### src/rtl/spi_master_fd.sv
// Full-duplex SPI master: DATA_W-bit words, CPOL/CPHA modes, NUM_CS chip selects, start/busy/done handshake.
// Optional SPI_LOOPBACK_EN adds a loopback input that routes the internal mosi into the receive path.
module spi_master_fd #(
    parameter int DATA_W  = 12,
    parameter int CLK_DIV = 1,
    parameter int NUM_CS  = 1,
    parameter int CS_W    = (NUM_CS > 1) ? $clog2(NUM_CS) : 1
) (
    input  logic              clk,
    input  logic              rst,
    input  logic              start,
    input  logic [DATA_W-1:0] din,
    input  logic [CS_W-1:0]   cs_sel,
    input  logic              cpol,
    input  logic              cpha,
    input  logic              miso,
`ifdef SPI_LOOPBACK_EN
    input  logic              loopback,
`endif
    output logic              sclk,
    output logic              mosi,
    output logic [NUM_CS-1:0] cs_n,
    output logic              busy,
    output logic              done,
    output logic [DATA_W-1:0] dout
);
    localparam int CNT_W  = (CLK_DIV > 1) ? $clog2(CLK_DIV) : 1;
    localparam int EDGE_W = $clog2(2 * DATA_W);
    localparam logic [CNT_W-1:0]  CNT_LAST  = CNT_W'(CLK_DIV - 1);
    localparam logic [EDGE_W-1:0] EDGE_LAST = EDGE_W'(2 * DATA_W - 1);

    typedef enum logic [1:0] {IDLE, LEAD, XFER, TRAIL} state_t;

    state_t            state_reg;
    logic [CNT_W-1:0]  cnt_reg;
    logic [EDGE_W-1:0] edge_reg;
    logic [DATA_W-1:0] tx_reg;
    logic [DATA_W-1:0] rx_reg;
    logic              cpol_reg;
    logic              cpha_reg;
    logic [NUM_CS-1:0] cs_dec;
    logic              rx_bit;
    logic              half_done;
    logic              leading;

    // An out-of-range cs_sel matches no output, so every select stays high.
    genvar gi;
    generate
        for (gi = 0; gi < NUM_CS; gi++) begin : g_cs
            assign cs_dec[gi] = (cs_sel != CS_W'(gi));
        end
    endgenerate

`ifdef SPI_LOOPBACK_EN
    logic loop_reg;
    assign rx_bit = loop_reg ? mosi : miso;
`else
    assign rx_bit = miso;
`endif

    assign half_done = (cnt_reg == CNT_LAST);
    assign leading   = ~edge_reg[0];

    always_ff @(posedge clk) begin
        if (rst) begin
            state_reg <= IDLE;
            cnt_reg   <= '0;
            edge_reg  <= '0;
            tx_reg    <= '0;
            rx_reg    <= '0;
            cpol_reg  <= 1'b0;
            cpha_reg  <= 1'b0;
            sclk      <= 1'b0;
            mosi      <= 1'b0;
            cs_n      <= '1;
            busy      <= 1'b0;
            done      <= 1'b0;
            dout      <= '0;
`ifdef SPI_LOOPBACK_EN
            loop_reg  <= 1'b0;
`endif
        end else begin
            done <= 1'b0;
            case (state_reg)
                IDLE: begin
                    sclk <= cpol_reg;
                    if (start) begin
                        tx_reg    <= din;
                        cpol_reg  <= cpol;
                        cpha_reg  <= cpha;
                        sclk      <= cpol;
                        cs_n      <= cs_dec;
                        busy      <= 1'b1;
                        cnt_reg   <= '0;
                        state_reg <= LEAD;
`ifdef SPI_LOOPBACK_EN
                        loop_reg  <= loopback;
`endif
                        if (!cpha) begin
                            mosi <= din[DATA_W-1];
                        end
                    end
                end
                LEAD: begin
                    if (half_done) begin
                        cnt_reg   <= '0;
                        edge_reg  <= '0;
                        state_reg <= XFER;
                    end else begin
                        cnt_reg <= cnt_reg + 1'b1;
                    end
                end
                XFER: begin
                    if (half_done) begin
                        cnt_reg  <= '0;
                        sclk     <= ~sclk;
                        edge_reg <= edge_reg + 1'b1;
                        // Sample edge is leading for cpha=0 and trailing for cpha=1.
                        if (leading ^ cpha_reg) begin
                            rx_reg <= {rx_reg[DATA_W-2:0], rx_bit};
                        end
                        if (cpha_reg && leading) begin
                            mosi   <= tx_reg[DATA_W-1];
                            tx_reg <= tx_reg << 1;
                        end else if (!cpha_reg && !leading && (edge_reg != EDGE_LAST)) begin
                            mosi   <= tx_reg[DATA_W-2];
                            tx_reg <= tx_reg << 1;
                        end
                        if (edge_reg == EDGE_LAST) begin
                            state_reg <= TRAIL;
                        end
                    end else begin
                        cnt_reg <= cnt_reg + 1'b1;
                    end
                end
                TRAIL: begin
                    if (half_done) begin
                        cnt_reg   <= '0;
                        cs_n      <= '1;
                        busy      <= 1'b0;
                        done      <= 1'b1;
                        dout      <= rx_reg;
                        state_reg <= IDLE;
                    end else begin
                        cnt_reg <= cnt_reg + 1'b1;
                    end
                end
                default: state_reg <= IDLE;
            endcase
        end
    end
endmodule

### config.mk
export PLATFORM = sky130hd
export DESIGN_NAME = spi_master_fd
export DESIGN_NICKNAME = d
export VERILOG_FILES = /design/src/rtl/spi_master_fd.sv
export SDC_FILE = /design/constraint.sdc
export NUM_CORES = 1
export LEC_CHECK = 0
export CAP_MARGIN = 20
export CORE_MARGIN = 5
export CORE_UTILIZATION = 35
export CTS_CLUSTER_SIZE = 16
export DETAILED_ROUTE_END_ITERATION = 7
export SLEW_MARGIN = 40
export SYNTH_ARGS = -nofsm -noshare
export SYNTH_HDL_FRONTEND = slang
export SYNTH_SLANG_ARGS = --single-unit
### constraint.sdc
create_clock -name clk -period 2.22 [get_ports clk]
set_clock_uncertainty 0.05 [all_clocks]
set_input_delay 0.666 -clock clk [delete_from_list [all_inputs] [get_ports clk]]
set_output_delay 0.666 -clock clk [all_outputs]
set_load 0.005 [all_outputs]
==> results by group, run 1 <==
Route
  • Vias: 1620
  • # DRC: 0
  • Via-per-instance ratio: 4.737
  • Drt first pass iters: 4
  • Antenna Nets Post-Route: 0
  • Total Wirelength: 4129 um
  • Routed WL per cell: 12.07 um
  • DRT iter0 DRCs: 42

Timing
  • Min Tclk post-route: 1.914 ns
  • TNS Setup: 0 ns
  • Slew @ Worst Pin: 0.5180 ns
  • Hold_ws: 0.4155 ns
  • RSZ-0062 raised after global routing: false
  • Slew Limit Fails: 0
  • Relative slew slack: 65.47%
  • Fmax: 522.6 MHz
  • Final hold vios: 0
  • Crit share post-route: 86.20%
  • Setup violators final: 0

Worst setup path
  • WP buf/inv: 1
  • Crit. End Element: primary output
  • Critical Path AT: 1.20 ns
  • Critical path required time: 1.50 ns
  • Critical Path Start Type: register
  • Crit-path cells: clkdlybuf4s50_1
  • Max stage delay on crit path: 0.53 ns
  • CP Class: reg2out
  • Slowest CP cell: clkdlybuf4s50_1
  • CP Max Fanout: 3
  • Reg-to-reg slack, setup: 0.40 ns
  • Crit path max-delay family: buffers and inverters

Run status
  • Status: complete, no violations

Clock tree
  • CTS Buf Count: 5
  • Root Driver: clkbuf_8
  • Clk buf depth: 2
  • CTS Hold Bufs: 0
  • Clk pin slew, worst setup/hold paths: 0.09 ns
  • CTS tree: done
  • Sink Count: 50
  • Clk Latency, worst-skew pair: 0.30 ns
  • Setup Fix Bufs, Post-CTS: 0
  • PostCTS Resize Cnt: 0
  • CTS H-tree lvls: 2

Logic synthesis
  • Yosys warns: 0
  • Post-synthesis sequential area ratio: 46.27%
  • Mapped Avg Cell Area: 9.285 sq um
  • Post-Syn Instances: 233
  • Syn Std Cell Area: 2163 sq um
  • Synth area leaders: dfxtp_1 (46%), mux2i_1 (12%), a211oi_2 (6.4%), nand2_1 (5.6%), nor2_1 (5.4%)
  • Proportion of netlist area held by the largest area contributor: 46.27%
  • Syn nets: 259
  • Netlist cell types: 31
  • Top cell type by total area after synthesis: dfxtp_1
  • #FFs+latches synth: 50

Floorplanning
  • Die H: 88.62 um
  • Die Wd: 88.62 um
  • Row cnt: 28
  • Core area: 5956 sq um
  • Ports: 36
  • Initial Util: 36.32%
  • Full die area: 7854 sq um

Finish
  • Diode count: 0
  • Share of cells above drive strength 1: 11.24%
  • Most frequent cells in the layout: dfxtp_1 (50), clkdlybuf4s50_1 (34), nand2_1 (32), nor2_1 (31), mux2i_1 (27)
  • Final nets: 292
  • Commonest non-fill, non-tap cell in the layout: dfxtp_1
  • Synth-to-Final Area Change: 25.10%
  • Final instance area: 2706 sq um

Global routing
  • GRT Resource Usage Total: 11.42%
  • Number of global-route vias before repair: 1604
  • Largest net degree at the start of global routing: 28
  • Initial antenna violation count: 0
  • Final global-route overflow total: 0
  • Global-route wire length before repair: 7251 um

Worst hold path
  • Hold Crit Class: reg2reg

Place
  • Port bufs: 35
  • Routability congestion estimate from global placement: 0.6712
  • Hpwl dp: 2879 um
  • Cell Area, Placed: 2589 sq um

Job
  • Max-Cap Viols: 0

Pwr
  • Pwr Density: 1084 nW/um^2
  • Lkg Pwr: 0.9439 nW
  • Max VDD drop: 0.4552 mV
kinds of logic (layout without fill, tap and decap cells):
group                      Yosys count  in the layout  synth area share (%)
buffers and inverters               23             57                 5.032
muxes                               28             28                 13.01
and+or+nand+nor                     83             83                 16.54
DFF                                 50             50                 46.27
adders and majority gates            7              7                 4.048
xor gates and xnor gates             3              3                 1.215
AOI/OAI and AO/OA                   39             39                 13.88
path summary, 6_finish.rpt:
check / start / end / cells past startpoint
worst max-delay path: sclk / sclk / 1
worst min register to register: cpol_reg / cpol_reg / 2
worst min-delay path: cpol_reg / cpol_reg / 2
worst max register to register: edge_reg[0] / mosi / 7
area by class of cell:
cell class	instances	area, sq um
Timing Repair Buffer	43	417.9
Sequential cell	50	1001
Inverter	6	22.52
Tap cell	75	93.84
Fill cell	590	3249
Clock buffer	5	68.82
Multi-Input combinational cell	160	1054
Clock inverter	3	48.80
stage by stage:
| stage | power, mW | worst slack, ns | instances | util [%] |
|---|---|---|---|---|
| after floorplan | 2.057 | 0.4014 | 233 | - |
| after global placement | 2.296 | 0.06584 | 334 | 43.47 |
| after detailed placement | 2.307 | 0.06866 | 334 | 43.47 |
| after CTS | 2.972 | 0.2948 | 342 | 45.44 |
| after global routing | 3.155 | 0.2200 | 342 | 45.44 |
| final | 2.934 | 0.3064 | 342 | 45.44 |
worst reg2reg max path, stage by stage, from the launching register on:
cell and delay [ns]:
dfxtp_1 0.42, inv_1 0.09, ha_1 0.24, or3b_1 0.36, o311a_1 0.14, buf_12 0.18, a21bo_1 0.17, a21oi_1 0.12
Yosys cell counts (all sizes together):
cell	number
o311a	1
a21o	1
buf	7
a21boi	1
a21bo	1
a21oi	21
dfxtp	50
o211ai	1
o22ai	1
inv	6
or3b	1
nand2b	5
xor2	3
nand3	4
nor2	31
clkbuf	10
nand2	32
or2	1
mux2	1
nor3	3
nor2b	2
nand4b	1
ha	7
mux2i	27
and2	1
o2111ai	1
a211oi	11
nand4	2
metal layers:
layer	vias up	wire [um]	GRT usage, %
met5	-	0	0
met4	0	22	2.885
met3	2	160	3.259
met2	17	1953	18.83
met1	750	1993	14.71
li1	851	-	-
report_power, final:
| part | total (mW) | switching, mW | leakage, nW | internal (mW) |
|---|---|---|---|---|
| logic | 1.11 | 0.597 | 0.481 | 0.518 |
| clock network | 0.662 | 0.318 | 0.0563 | 0.343 |
| registers | 1.16 | 0.100 | 0.407 | 1.06 |
| total | 2.93 | 1.02 | 0.944 | 1.92 |
Power figures use the tool's default switching activity.
==> run 2, diff against run 1 <==
--- a/config.mk
+++ b/config.mk
@@ -5,7 +5,7 @@
 export SDC_FILE = /design/constraint.sdc
 export NUM_CORES = 1
 export LEC_CHECK = 0
-export CAP_MARGIN = 20
+export CAP_MARGIN = 5
 export CORE_MARGIN = 5
 export CORE_UTILIZATION = 35
 export CTS_CLUSTER_SIZE = 16
==> constraint.sdc (replaced) <==
create_clock -name clk -period 2.22 [get_ports clk]
set_clock_uncertainty 0.05 [all_clocks]
set_input_delay 0.666 -clock clk [delete_from_list [all_inputs] [get_ports clk]]
set_output_delay 0.666 -clock clk [all_outputs]
set_load 0.01 [all_outputs]
==> results of run 2 <==
Same layout as run 1 (identical final DEF). Status: complete, no violations.
Main changes from that run: setup slack after layout 0.3064 ns -> 0.2722 ns; total power 2.934 mW -> 2.944 mW
